<file path="src/rtl/bus_request.sv">
// Byte-stream command parser for the PET-bus request path: turns MCU command
// bytes into single read/write transactions handed to sync, returns read bytes.
module bus_request #(
    parameter int ADDR_WIDTH = 17,
    parameter int DATA_WIDTH = 8
) (
    input  logic                  clk,
    input  logic                  reset,
    input  logic                  rx_valid,
    input  logic [7:0]            rx_data,
    output logic                  tx_valid,
    output logic [DATA_WIDTH-1:0] tx_data,
    output logic                  pending,
    input  logic                  done,
    output logic [ADDR_WIDTH-1:0] addr,
    output logic [DATA_WIDTH-1:0] wr_data,
    output logic                  we,
    input  logic [DATA_WIDTH-1:0] rd_data,
    output logic                  busy,
    output logic                  overrun
);

    typedef enum logic [2:0] {
        IDLE,
        ADDR_HI,
        ADDR_LO,
        DATA,
        REQUEST,
        WAIT_IDLE
    } state_t;

    state_t                  r_state;
    state_t                  w_next;
    logic                    r_tx_valid;
    logic [DATA_WIDTH-1:0]   r_tx_data;
    logic                    r_pending;
    logic [ADDR_WIDTH-1:0]   r_addr;
    logic [DATA_WIDTH-1:0]   r_wr_data;
    logic                    r_we;
    logic                    r_busy;
    logic                    r_overrun;
    logic                    w_complete;
    logic                    w_unused;

    // cmd[5:1] carry no meaning in the protocol
    assign w_unused   = &{1'b0, rx_data[5:1]};
    assign w_complete = (r_state == REQUEST) && r_pending && done;

    always_ff @(posedge clk) begin
        if (reset) r_state <= IDLE;
        else       r_state <= w_next;
    end

    always_comb begin
        w_next = r_state;
        case (r_state)
            IDLE: begin
                if (rx_valid) begin
                    case (rx_data[7:6])
                        2'b11, 2'b10: w_next = ADDR_HI;
                        2'b00:        w_next = DATA;
                        default:      w_next = REQUEST;
                    endcase
                end
            end
            ADDR_HI:   if (rx_valid) w_next = ADDR_LO;
            ADDR_LO:   if (rx_valid) w_next = r_we ? DATA : REQUEST;
            DATA:      if (rx_valid) w_next = REQUEST;
            REQUEST:   if (w_complete) w_next = WAIT_IDLE;
            WAIT_IDLE: if (!done) w_next = IDLE;
            default:   w_next = IDLE;
        endcase
    end

    always_ff @(posedge clk) begin
        if (reset) begin
            r_tx_valid <= 1'b0;
            r_tx_data  <= '0;
            r_pending  <= 1'b0;
            r_addr     <= '0;
            r_wr_data  <= '0;
            r_we       <= 1'b0;
            r_busy     <= 1'b0;
            r_overrun  <= 1'b0;
        end else begin
            r_tx_valid <= 1'b0;
            r_busy     <= (w_next != IDLE);
            case (r_state)
                IDLE: begin
                    if (rx_valid) begin
                        r_we <= ~rx_data[6];
                        if (rx_data[7]) r_addr[16] <= rx_data[0];
                    end
                end
                ADDR_HI: if (rx_valid) r_addr[15:8] <= rx_data;
                ADDR_LO: if (rx_valid) r_addr[7:0]  <= rx_data;
                DATA:    if (rx_valid) r_wr_data    <= rx_data;
                REQUEST: begin
                    if (rx_valid) r_overrun <= 1'b1;
                    // A done still high from a previous transaction holds off the request
                    if (!r_pending) begin
                        r_pending <= ~done;
                    end else if (done) begin
                        r_pending <= 1'b0;
                        r_addr    <= r_addr + 1'b1;
                        if (!r_we) begin
                            r_tx_data  <= rd_data;
                            r_tx_valid <= 1'b1;
                        end
                    end
                end
                WAIT_IDLE: if (rx_valid) r_overrun <= 1'b1;
                default: ;
            endcase
        end
    end

    assign tx_valid = r_tx_valid;
    assign tx_data  = r_tx_data;
    assign pending  = r_pending;
    assign addr     = r_addr;
    assign wr_data  = r_wr_data;
    assign we       = r_we;
    assign busy     = r_busy;
    assign overrun  = r_overrun;

endmodule

</file>
<file path="config.mk">
export PLATFORM = sky130hd
export DESIGN_NAME = bus_request
export DESIGN_NICKNAME = d
export VERILOG_FILES = /design/src/rtl/bus_request.sv
export SDC_FILE = /design/constraint.sdc
export NUM_CORES = 1
export LEC_CHECK = 0
export ABC_AREA = 1
export CAP_MARGIN = 5
export CORE_MARGIN = 2
export CORE_UTILIZATION = 48
export CTS_CLUSTER_DIAMETER = 200
export DETAILED_ROUTE_END_ITERATION = 8
export PLACE_DENSITY = 0.89
export SKIP_LAST_GASP = 1
export SYNTH_ARGS = -nofsm -noshare
export SYNTH_HDL_FRONTEND = slang
export SYNTH_SLANG_ARGS = --single-unit
</file>
<file path="constraint.sdc">
create_clock -name clk -period 2.1 [get_ports clk]
set_clock_uncertainty 0.2 [all_clocks]
set_input_delay 0.42 -clock clk [delete_from_list [all_inputs] [get_ports clk]]
set_output_delay 0.42 -clock clk [all_outputs]
set_load 0.01 [all_outputs]
</file>
* Word-level counts from Yosys, hierarchy flattened
Index checks and enable logic that the tools add are counted.
** Word-level totals
- Register bits after elaboration :: 41
- Input port bits :: 20
- Output and inout bits :: 38
- Word-level logic and storage cells :: 68
** Operators by class
- $add $sub $neg :: 1
- Equality and inequality tests :: 13
- Multiplexer cells :: 20
- Bitwise gates (word level) :: 5
- Reductions and logical operators :: 18
** Operator list (number)
- $mux W17 :: 2
- $pmux W8 S2 :: 2
- $mux W3 :: 7
- $pmux W3 S6 :: 1
- $add A17 B1 Y17 const B :: 1
- $ne A2 B2 Y1 const B :: 6
- $reduce_and A4 Y1 :: 3
- $mux W8 :: 1
- $eq A3 B2 Y1 const B :: 2
- $eq A3 B3 Y1 const B :: 2
- $pmux W3 S2 :: 1
- $reduce_and A2 Y1 :: 3
- $reduce_bool A2 Y1 :: 3
- $mux W1 :: 5
- $not A1 Y1 :: 5
- $reduce_and A5 Y1 :: 1
- $eq A2 B2 Y1 const B :: 2
- $reduce_or A2 Y1 :: 2
- $reduce_or A4 Y1 :: 1
- $eq A3 B1 Y1 const B :: 1
- $logic_not A3 Y1 :: 1
- $reduce_bool A3 Y1 :: 1
- $logic_and A1 B1 Y1 :: 2
- $logic_not A2 Y1 :: 1
- $pmux W1 S2 :: 1

* Longest topological paths before layout
Gate-level depths: netlist of the first run.
- Depth in word-level cells :: 6
- Depth in mapped cells :: 10
- Gate-level depth less buffers :: 10

* Worst setup path after synthesis of the first run
Ideal clock, no wire load.
- Path kind :: register to register
- Start point :: register r_addr[0], in the netlist addr[0]
- End point :: register r_addr[12], in the netlist addr[12]
- Setup time :: 0.115 ns
- Data arrival time :: 1.224 ns
- Data required time :: 1.785 ns
- Path slack :: 0.561 ns
- Cell stages (with the launch flop) :: 11
- Path buffers :: 0
- Clock period less this slack :: 1.539 ns
- Path through :: dfxtp_1 ha_1 nand2_1 nor2_1 nand2_1 inv_1 nand2_1 nand2_1 nand3b_1 nand2_1 nor2_1
** On the way
- Word-level cells in the longest chain between the ends :: 4
** Ends and longest elaborated chain
- start: declaration :: line 37 : logic [ADDR_WIDTH-1:0] r_addr;
- start signal: assignment :: line 96 : ADDR_LO: if (rx_valid) r_addr[7:0] <= rx_data;
- start signal: assignment :: line 105 : r_addr <= r_addr + 1'b1;
- $add A17 B1 Y17 :: line 105
- $mux W17 :: line 103 : end else if (done) begin
- $mux W17 :: line 101 : if (!r_pending) begin
- $pmux W8 S2 :: line 88 : case (r_state)
Every way passes these cells. The select of a mux whose other input is x is not followed.
A chain may end at the register's enable or synchronous reset.

* Final worst setup path of the first run
- Start point :: register r_we, in the netlist we
- End point :: output port we
** RTL lines
- start: declaration :: line 39 : logic r_we;
- start signal: assignment :: line 91 : r_we <= ~rx_data[6];
- end: declaration :: line 17 : output logic we,
No word-level cell between the ends.

==> results.txt, run 1 <==
----------------------------------------------------
[Yosys]
  Most common cell in the netlist ... nand2_1
  Largest area contributor in the synthesized netlist ... dfxtp_1
  Number of flops mapped to enable cells by yosys ... 0
  Number of standard cells after synthesis ... 339
  Total of warnings raised by yosys ... 0
  Largest family of logic cells by synthesized area ... simple AND/OR/NAND/NOR gates
  Dominant synthesized flop cell ... dfxtp_1
  Synthesis-stage register bit count ... a little over 40
  Post-synth cell types ... 28
  Synthesized-area fraction occupied by ao, oa, aoi and oai cells ... 15.2%
  Xor-xnor portion of the synthesized cell area ... less than 1%
  Fraction of post-synthesis cell area in the top cell type by area ... 38.3%
  Net Count, Synth ... 360
  Area of the mapped netlist ... 0.00214 mm^2
  Mean instance size in the synthesized netlist ... roughly 6.3 um^2
  Dominant cells by area after synthesis ... dfxtp_1 38%, nand2_1 15%, nor2_1 12%, o21ai_0 7.7%, a21oi_1 5.4%
  Seq/Total Area, Yosys ... a little under two fifths
  Top post-synthesis cells by count ... 86 x nand2_1, 71 x nor2_1, 41 x dfxtp_1
  FFs w/ async S/R, synth ... 0%
  Post-synthesis share of cell area spent on full adders, half adders and majority gates ... less than 1%
  Multiplexer fraction of the synthesized cell area ... 0%
  Simple-gate area share of the yosys netlist ... between 30% and 40%

[Run]
  Number of maximum-capacitance constraint violations ... 0

[GRT]
  Number of global-route vias before repair ... approximately 2100
  First-pass GRT wire length ... 9730 um
  Initial antenna violation count ... 0
  Overall track demand over capacity in global routing ... 23.9%
  Global-route congestion overflow total ... 0
  Maximum number of pins on one net before global-route repair ... 21

[STA]
  Hold WS ... 276 ps
  Setup TNS ... 0 ps
  Total of endpoints with negative setup slack in the final report ... 0
  Unrepaired setup endpoints after global routing ... no
  Slew @ Worst Pin ... 295 ps
  Number of hold violations in the final report ... 0
  Slew HR ... 80.3%
  Post-route worst setup slack ... slightly above 60 ps
  Final worst path period need ... 2040 ps
  Period utilisation layout ... 97.0%
  Maximum operating frequency ... about 0.5 GHz
  Pins Over Slew Limit ... 0

[Drt]
  Number of violations reported at the end of detailed-routing iteration 0 ... about 320
  Drt pass-1 iters ... 5
  Average via count per standard cell ... ~5.3
  Number of nets with antenna violations after detailed routing ... 0
  Remaining design rule violation count ... 0
  Final wirelength ... 6000 um
  Total number of vias ... ~2400
  Average routed wire per standard cell ... ~13 um

[Cells and area]
  Number of filler instances in the final layout ... roughly 390
  Fraction of final layout cells with drive strength greater than 1 ... under 10%
  N_diodes ... 0
  Final #Nets ... 423
  Area overhead of the layout relative to synthesis ... 35.6%

[Clocking]
  Clock Sink Count ... 41
  Resize count post-CTS ... 0
  Buffer cell driving the clock tree root ... clkbuf_8
  TritonCTS clock tree ... done
  Worst-case clock buffer depth ... 2
  Depth of the CTS H-tree ... 2
  Post-CTS Setup Inserts ... 0
  Clock-pin slew reported for the worst setup and hold paths after clock tree synthesis ... roughly 90 ps
  Post-CTS Hold Buffers ... 0
  Number of CTS-inserted buffers ... 5
  Worst-skew pair later-pin latency ... approximately 310 ps

[Placed design]
  Gpl congestion ... slightly below 0.9
  Input/output buffers ... 57
  HPWL Detailed ... ~4300 um
  DP Worst Slack ... roughly 23 ps

[Floorplan]
  Chip width ... just over 70 um
  Die height ... 70.8 um
  Starting utilization of the core area ... around half
  FP Rows ... 24
  Die area ... roughly 0.005 mm^2
  I/O pin cnt ... 58
  Floorplan core area ... 0.00432 mm^2

[Worst setup path]
  Worst path slowest cell ... clkdlybuf4s50_1
  Number of gates on the worst path with buffers counted ... 1
  Highest net fanout along the worst path ... 5
  CP Cell Sequence ... clkdlybuf4s50_1
  Kind of end point of the critical path ... primary output
  Worst R2R Setup Slack ... ~210 ps
  CP Launch Type ... flip-flop
  Crit Reg-Reg Endpoint ... addr[6]$_SDFFE_PP0P_
  Start-to-end type of the worst setup path ... reg2out
  Cell family contributing the most delay on the critical path ... buffers and inverters
  Critical Path End ... we
  Worst R2R Path Depth ... 8
  CP Buf/Inv Count ... 1
  Reg-to-Reg Start ... r_state[2]$_SDFF_PP0_
  Critical Path Max Stage Delay ... around 610 ps
  Timing startpoint of the critical path ... we$_SDFFE_PP0P_
  Arr. time, crit path ... 1420 ps
  Data required time at the worst endpoint ... ~1500 ps

[Pwr]
  Worst supply voltage drop on vdd ... around 370 uV
  Ratio of total power to cell area ... approximately 740 mW/mm^2
  Pwr Total ... roughly 2.2 mW
  Leakage power total ... around 1.3 nW

[Hold path]
  Path class of the lowest-slack min-delay path ... reg2reg

[Run status]
  Result of the run ... completed

----------------------------------------------------
## metrics by stage
stage,utilization (%),instances,area [um^2]
after floorplan,-,339,2140
after global placement,64.8,447,2800
after detailed placement,64.8,447,2800
after CTS,67.2,454,2910
after global routing,67.2,454,2910
final,67.2,454,2910
## cells by family after synthesis
group,count (synthesis)
buffers and inverters,43
AOI/OAI and AO/OA,62
xor gates and xnor gates,2
adders and majority gates,1
DFF,41
and+or+nand+nor,190
## layout make-up
class / count / area, um^2 / share of cell area, %
multi-input combinational: 255 / 1140 / 39.4
sequential: 41 / 821 / 28.3
timing repair buffer: 65 / 643 / 22.1
inverter: 34 / 128 / 4.39
clock buffer: 5 / 68.8 / 2.37
tap: 52 / 65.1 / 2.24
clock inverter: 2 / 35.0 / 1.21
## cells in the final DEF, fill, tap and decap left out, types with 2 or more instances in the layout
cell type        netlist  layout
inv_1                 29      29
clkdlybuf4s50_1        0      57
o21ai_0               33      33
inv_2                  5       5
clkbuf_8               0       5
or2_2                  3       3
nand4_1                3       3
dfxtp_1               41      41
nand3b_1               2       2
buf_4                  1       7
a21boi_0               2       2
a21oi_1               23      23
nand2_2                2       2
nand2_1               86      86
nor2_1                71      71
nor2_2                 2       2
nand3_1               18      18
## flip-flops by register name, summed over array words and instances (netlist names)
signal / cells
tx_valid: 1
overrun: 1
r_state: 3
busy: 1
we: 1
tx_data: 8
wr_data: 8
pending: 1
addr: 17
## worst min path at each step
stage | start | endpoint | depth (start not counted)
2_1_floorplan | reset | tx_valid$_SDFF_PP0_ | 1
3_3_place_gp | overrun$_SDFFE_PP0P_ | overrun$_SDFFE_PP0P_ | 1
3_5_place_dp | overrun$_SDFFE_PP0P_ | overrun$_SDFFE_PP0P_ | 1
4_1_cts | overrun$_SDFFE_PP0P_ | overrun$_SDFFE_PP0P_ | 1
5_1_grt | overrun$_SDFFE_PP0P_ | overrun$_SDFFE_PP0P_ | 1
6_report | overrun$_SDFFE_PP0P_ | overrun$_SDFFE_PP0P_ | 1
## routing by layer
metal  global-route usage (%)  share of wire (%)  wire, um  vias to the layer above
met3                     5.70                7.8       467                        4
met1                     30.5                 42      2500                     1096
met5                        0                  0         0                        -
met2                     39.6                 50      2990                      110
li1                         -                  -         -                     1207
met4                     8.39               0.60        36                        0
## where the power goes
part | total, mW | switching, mW | internal (mW)
Sequential | 0.948 | 0.0946 | 0.853
Clock | 0.630 | 0.285 | 0.346
Combinational | 0.580 | 0.312 | 0.268
Total | 2.16 | 0.691 | 1.47
No activity file was read; power rests on OpenSTA's default activity.
==> run 2: changes to the inputs <==
--- a/config.mk
+++ b/config.mk
@@ -8,10 +8,11 @@
 export ABC_AREA = 1
 export CAP_MARGIN = 5
 export CORE_MARGIN = 2
-export CORE_UTILIZATION = 48
+export CORE_UTILIZATION = 55
 export CTS_CLUSTER_DIAMETER = 200
 export DETAILED_ROUTE_END_ITERATION = 8
-export PLACE_DENSITY = 0.89
+export DONT_BUFFER_PORTS = 1
+export PLACE_DENSITY = 0.79
 export SKIP_LAST_GASP = 1
 export SYNTH_ARGS = -nofsm -noshare
 export SYNTH_HDL_FRONTEND = slang
==> results.txt, run 2 (synthesized netlist as in run 1, its figures left out) <==
----------------------------------------------------
[Run status]
  Result of the run ... completed

[Placed design]
  Input/output buffers ... 0 (-100%)
  DP Worst Slack ... 310 ps (+287 ps)
  Gpl congestion ... 0.899 (+3.2%)
  HPWL Detailed ... 3870 um (-11%)
  Placed cells ... 381 (-15%)

[Pwr]
  Share of total power in sequential cells ... 52.1% (+8.2 points)
  Switching component of the power ... 0.671 mW (-3.0%)
  Combinational group share of total power ... 18.9% (-8.0 points)
  Leakage power total ... 1.05 nW (-19%)
  Switching Share ... 35.6% (+3.5 points)
  Ratio of total power to cell area ... 828 mW/mm^2 (+11%)
  Pwr Total ... 1.89 mW (-13%)
  P_int ... 1.22 mW (-17%)
  Worst supply voltage drop on vdd ... 419 uV (+13%)
  Part of the total power dissipated in the clock network ... 29.0% (-0.2 points)

[Floorplan]
  Die height ... 66.4 um (-6.2%)
  Starting utilization of the core area ... 57.6% (+8.1 points)
  I/O pin cnt ... 58 (unchanged)
  Floorplan core area ... 0.00372 mm^2 (-14%)
  Chip width ... 66.4 um (-6.2%)
  FP Rows ... 22 (-8.3%)
  Die area ... 0.00441 mm^2 (-12%)

[STA]
  Final worst path period need ... 1840 ps (-196 ps)
  Total of endpoints with negative setup slack in the final report ... 0 (unchanged)
  Slew @ Worst Pin ... 548 ps (+253 ps)
  Number of hold violations in the final report ... 0 (unchanged)
  Period utilisation layout ... 87.7% (-9.3 points)
  Pins Over Slew Limit ... 0 (unchanged)
  Maximum operating frequency ... 0.543 GHz (+11%)
  Setup TNS ... 0 ps (unchanged)
  Slew HR ... 63.4% (-17 points)
  Post-route worst setup slack ... 258 ps (+196 ps)
  Unrepaired setup endpoints after global routing ... no

[Drt]
  Drt pass-1 iters ... 4 (-1)
  Average via count per standard cell ... 5.41 (+1.6%)
  Remaining design rule violation count ... 0 (unchanged)
  Average routed wire per standard cell ... 13.5 um (+2.5%)
  Final wirelength ... 5280 um (-12%)
  Number of nets with antenna violations after detailed routing ... 0 (unchanged)
  Total number of vias ... 2110 (-13%)
  Number of violations reported at the end of detailed-routing iteration 0 ... 184 (-43%)

[Hold path]
  WHS Path Cells ... 2 (+1)
  Path class of the lowest-slack min-delay path ... in2reg

[Worst setup path]
  Worst path slowest cell ... dfxtp_1
  Kind of end point of the critical path ... flip-flop
  Worst R2R Path Depth ... 8 (unchanged)
  Start-to-end type of the worst setup path ... reg2reg
  CP Launch Type ... flip-flop
  Critical Path Max Stage Delay ... 340 ps (-270 ps)
  Worst R2R Setup Slack ... 260 ps (+50 ps)
  Highest net fanout along the worst path ... 11 (+6)
  Arr. time, crit path ... 1830 ps (+410 ps)
  CP Cell Sequence ... inv_1 > nand2_2 > nor2_1 > nand2_1 > nand2_1 > inv_1 > nor2_1 > a21oi_1
  Data required time at the worst endpoint ... 2090 ps (+610 ps)

[Cells and area]
  Fraction of final layout cells with drive strength greater than 1 ... 7.60% (+0.14 points)
  Final #Nets ... 362 (-14%)
  Flip-flop count of the largest register, all copies and words added ... 17 (unchanged)
  Final Non-Filler Cells ... 390 (-14%)
  Area overhead of the layout relative to synthesis ... 6.43%
  Layout Utilization ... 61.3% (-5.8 points)
  N_diodes ... 0 (unchanged)
  Leading cell type in the layout, fill and taps excluded ... nand2_1
  Commonest non-fill, non-tap cells in the layout ... 86 x nand2_1, 71 x nor2_1, 41 x dfxtp_1

[GRT]
  Overall track demand over capacity in global routing ... 26.4% (+2.5 points)
  Global-route congestion overflow total ... 0 (unchanged)
  Initial antenna violation count ... 0 (unchanged)
  Number of global-route vias before repair ... 1895 (-11%)
  First-pass GRT wire length ... 8960 um (-7.9%)
  Maximum number of pins on one net before global-route repair ... 38 (+81%)

[Clocking]
  Post-CTS Setup Inserts ... 0 (unchanged)
  Worst-case clock buffer depth ... 2 (unchanged)
  Worst-skew pair later-pin latency ... 300 ps (about the same)
  Clock Sink Count ... 41 (unchanged)
  Number of CTS-inserted buffers ... 5 (unchanged)
  Depth of the CTS H-tree ... 2 (unchanged)
  Buffer cell driving the clock tree root ... clkbuf_8
  TritonCTS clock tree ... done
  Clock-pin slew reported for the worst setup and hold paths after clock tree synthesis ... 90 ps (about the same)

[Run]
  Number of maximum-capacitance constraint violations ... 0 (unchanged)

----------------------------------------------------
==> run 2: timing repair <==
item,in CTS,in global routing
hold buffers,1,0
hold endpoints to repair,2,0
setup endpoints to repair,0,0
gates resized for setup,0,0
==> run 2: metrics by stage <==
step / hold WS, ps / cell area [um^2]
4_1_cts: 48.1 / 2280
5_1_grt: 62.3 / 2280
3_3_place_gp: 293 / 2180
6_report: 52.1 / 2280
2_1_floorplan: 292 / 2140
3_5_place_dp: 305 / 2180
==> run 2: cell type report <==
| class | instances | area (um^2) |
|---|---|---|
| Sequential cell | 41 | 821 |
| Multi-Input combinational cell | 255 | 1140 |
| Tap cell | 48 | 60.1 |
| Timing Repair Buffer | 4 | 32.5 |
| Clock inverter | 3 | 25.0 |
| Clock buffer | 5 | 68.8 |
| Fill cell | 367 | 1440 |
| Inverter | 34 | 128 |
==> run 2: per-layer routing <==
layer	vias up	share of wire, %	wire length (um)	global-route usage (%)
met3	6	7.4	392	4.77
met4	0	0.79	42	8.67
met2	73	46	2410	40.0
met1	940	46	2440	37.7
li1	1091	-	-	-
met5	-	0	0	0
==> run 2: critical path, delay by kind of cell (launching register included) <==
| family | cells | cell delay [ps] |
|---|---|---|
| flip-flops | 1 | 340 |
| buffers and inverters | 2 | 350 |
| AO/OA/AOI/OAI | 1 | 70 |
| AND/OR/NAND/NOR | 5 | 770 |
==> run 2: power groups by stage <==
| stage | registers [mW] | logic, mW | clock network (mW) |
|---|---|---|---|
| 4_1_cts | 0.984 | 0.355 | 0.560 |
| 5_1_grt | 0.997 | 0.419 | 0.588 |
| 3_5_place_dp | 1.00 | 0.351 | 0 |
| 2_1_floorplan | 0.971 | 0.295 | 0 |
| 6_report | 0.983 | 0.357 | 0.547 |
| 3_3_place_gp | 0.998 | 0.342 | 0 |
==> run 2: worst paths after layout <==
path | end | startpoint
worst max-delay path | addr[5]$_SDFFE_PP0P_ | r_state[2]$_SDFF_PP0_
worst min-delay path | tx_data[0]$_SDFFE_PP0P_ | rd_data[0]
worst max register to register | addr[5]$_SDFFE_PP0P_ | r_state[2]$_SDFF_PP0_
worst min register to register | overrun$_SDFFE_PP0P_ | overrun$_SDFFE_PP0P_
==> run 3: changes to the inputs <==
--- a/config.mk
+++ b/config.mk
@@ -12,6 +12,8 @@
 export CTS_CLUSTER_DIAMETER = 200
 export DETAILED_ROUTE_END_ITERATION = 8
 export DONT_BUFFER_PORTS = 1
+export GPL_ROUTABILITY_DRIVEN = 0
+export HOLD_SLACK_MARGIN = 0.06
 export PLACE_DENSITY = 0.79
 export SKIP_LAST_GASP = 1
 export SYNTH_ARGS = -nofsm -noshare
==> results.txt, run 3 (synthesized netlist as in run 1, its figures left out) <==
----------------------------------------------------
[Run status]
  Result of the run ... completed

[GRT]
  Maximum number of pins on one net before global-route repair ... 38 (unchanged)
  Initial antenna violation count ... 0 (unchanged)
  Overall track demand over capacity in global routing ... 27.3% (+0.86 points)
  Number of global-route vias before repair ... 1952 (+3.0%)
  First-pass GRT wire length ... 9220 um (+2.9%)
  Global-route congestion overflow total ... 0 (unchanged)

[STA]
  Period utilisation layout ... 88.0% (+0.32 points)
  Maximum operating frequency ... 0.541 GHz (-0.36%)
  Slew HR ... 63.4% (about the same)
  Number of hold violations in the final report ... 0 (unchanged)
  Pins Over Slew Limit ... 0 (unchanged)
  Final worst path period need ... 1850 ps (+6.69 ps)
  Slew @ Worst Pin ... 548 ps (-0.0351 ps)
  Unrepaired setup endpoints after global routing ... no
  Total of endpoints with negative setup slack in the final report ... 0 (unchanged)
  Setup TNS ... 0 ps (unchanged)

[Hold path]
  Path class of the lowest-slack min-delay path ... in2reg
  Hold path start ... rx_data[0]

[Drt]
  Top routing layer in use ... met4
  WL met2 ... 2600 um (+7.6%)
  Average via count per standard cell ... 5.36 (-1.0%)
  Number of nets with antenna violations after detailed routing ... 0 (unchanged)
  Number of violations reported at the end of detailed-routing iteration 0 ... 196 (+6.5%)
  Remaining design rule violation count ... 0 (unchanged)
  Final wirelength ... 5500 um (+4.1%)
  Routed length on met1 ... 2480 um (+2.0%)
  Average routed wire per standard cell ... 13.8 um (+1.8%)
  Drt pass-1 iters ... 4 (unchanged)
  Total number of vias ... 2137 (+1.3%)
  Routed length on met3 ... 327 um (-17%)

[Cells and area]
  Number of filler instances in the final layout ... 355 (-3.3%)
  N_diodes ... 0 (unchanged)
  Area overhead of the layout relative to synthesis ... 10.6%
  Flip-flop count of the largest register, all copies and words added ... 17 (unchanged)
  Commonest non-fill, non-tap cells in the layout ... 86 x nand2_1, 71 x nor2_1, 41 x dfxtp_1
  Leading cell type in the layout, fill and taps excluded ... nand2_1
  Final #Nets ... 371 (+2.5%)
  Post-route standard cell area excluding fillers ... 0.00237 mm^2 (+4.0%)
  Fraction of final layout cells with drive strength greater than 1 ... 7.41% (-0.19 points)

[Worst setup path]
  Timing startpoint of the critical path ... r_state[2]$_SDFF_PP0_
  Arr. time, crit path ... 1840 ps (about the same)
  CP Buf/Inv Count ... 2 (unchanged)
  Critical Path Max Stage Delay ... 340 ps (about the same)
  Highest net fanout along the worst path ... 11 (unchanged)
  Reg-to-Reg Start ... r_state[2]$_SDFF_PP0_
  Kind of end point of the critical path ... flip-flop
  Worst path slowest cell ... dfxtp_1
  Cell family contributing the most delay on the critical path ... simple AND/OR/NAND/NOR gates
  Data required time at the worst endpoint ... 2090 ps (about the same)
  CP Cell Sequence ... inv_1 > nand2_2 > nor2_1 > nand2_1 > nand2_1 > inv_1 > nor2_1 > a21oi_1
  Start-to-end type of the worst setup path ... reg2reg
  Worst R2R Setup Slack ... 250 ps (about the same)
  CP Launch Type ... flip-flop

[Floorplan]
  FP Rows ... 22 (unchanged)
  Chip width ... 66.4 um (unchanged)
  Starting utilization of the core area ... 57.6% (unchanged)
  Floorplan core area ... 0.00372 mm^2 (unchanged)
  Die area ... 0.00441 mm^2 (unchanged)
  I/O pin cnt ... 58 (unchanged)
  Die height ... 66.4 um (unchanged)

[Clocking]
  Worst-skew pair later-pin latency ... 310 ps (about the same)
  Depth of the CTS H-tree ... 2 (unchanged)
  Resize count post-CTS ... 0 (unchanged)
  Worst-case clock buffer depth ... 2 (unchanged)
  Buffer cell driving the clock tree root ... clkbuf_8
  Clock-pin slew reported for the worst setup and hold paths after clock tree synthesis ... 90 ps (about the same)
  TritonCTS clock tree ... done
  Clock Sink Count ... 41 (unchanged)
  Number of CTS-inserted buffers ... 5 (unchanged)

[Placed design]
  Post-place instance area ... 0.00218 mm^2 (unchanged)
  HPWL Detailed ... 3870 um (unchanged)
  Input/output buffers ... 0 (unchanged)

[Run]
  Number of maximum-capacitance constraint violations ... 0 (unchanged)

[Pwr]
  Worst supply voltage drop on vdd ... 432 uV (+3.1%)
  Ratio of total power to cell area ... 805 mW/mm^2 (-2.7%)
  Leakage power total ... 1.08 nW (+3.6%)

----------------------------------------------------
-- run 3: cell count changes in the layout (fill, tap and decap cells not counted), sizes merged --
cell,delta
dlygate4sd3,+9
-- run 3: layer usage --
layer / up-vias / GRT usage [%]
met5: - / 0
met3: 13 / 4.43
met2: 61 / 42.0
met1: 953 / 38.1
met4: 0 / 10.2
li1: 1110 / -
-- run 3: per-stage QoR --
step / cells / total power [mW] / hold slack [ps] / worst slack [ps] / util [%]
after global routing: 399 / 2.02 / 62.4 / 78.5 / 63.8
after floorplan: 339 / 1.27 / 292 / 561 / -
after detailed placement: 381 / 1.35 / 305 / 310 / 58.6
after global placement: 381 / 1.34 / 293 / 361 / 58.6
after CTS: 399 / 1.91 / 62.6 / 286 / 63.8
final: 399 / 1.91 / 63.5 / 251 / 63.8
-- run 3: area by class of cell --
cell class	instances	area, um^2	share of cell area, %
Clock inverter	3	25.0	1.06
Inverter	34	128	5.39
Multi-Input combinational cell	255	1140	48.3
Clock buffer	5	68.8	2.90
Timing Repair Buffer	13	123	5.17
Tap cell	48	60.1	2.53
Sequential cell	41	821	34.6
-- run 3: repair_timing --
action / 4_1_cts / 5_1_grt
setup buffers: 0 / 0
hold buffers: 10 / 0
endpoints found under the hold margin: 11 / 0
-- run 3: final timing paths --
kind / to / depth (start not counted)
worst max-delay path: addr[5]$_SDFFE_PP0P_ / 8
worst min register to register: overrun$_SDFFE_PP0P_ / 1
worst min-delay path: wr_data[0]$_SDFFE_PP0P_ / 2
worst max register to register: addr[5]$_SDFFE_PP0P_ / 8
-- run 3: power breakdown --
group          switching [mW]  total (mW)  leakage [nW]  internal (mW)
clock                   0.310       0.553        0.0452          0.242
sequential              0.130       0.983         0.334          0.853
combinational           0.241       0.372         0.706          0.132
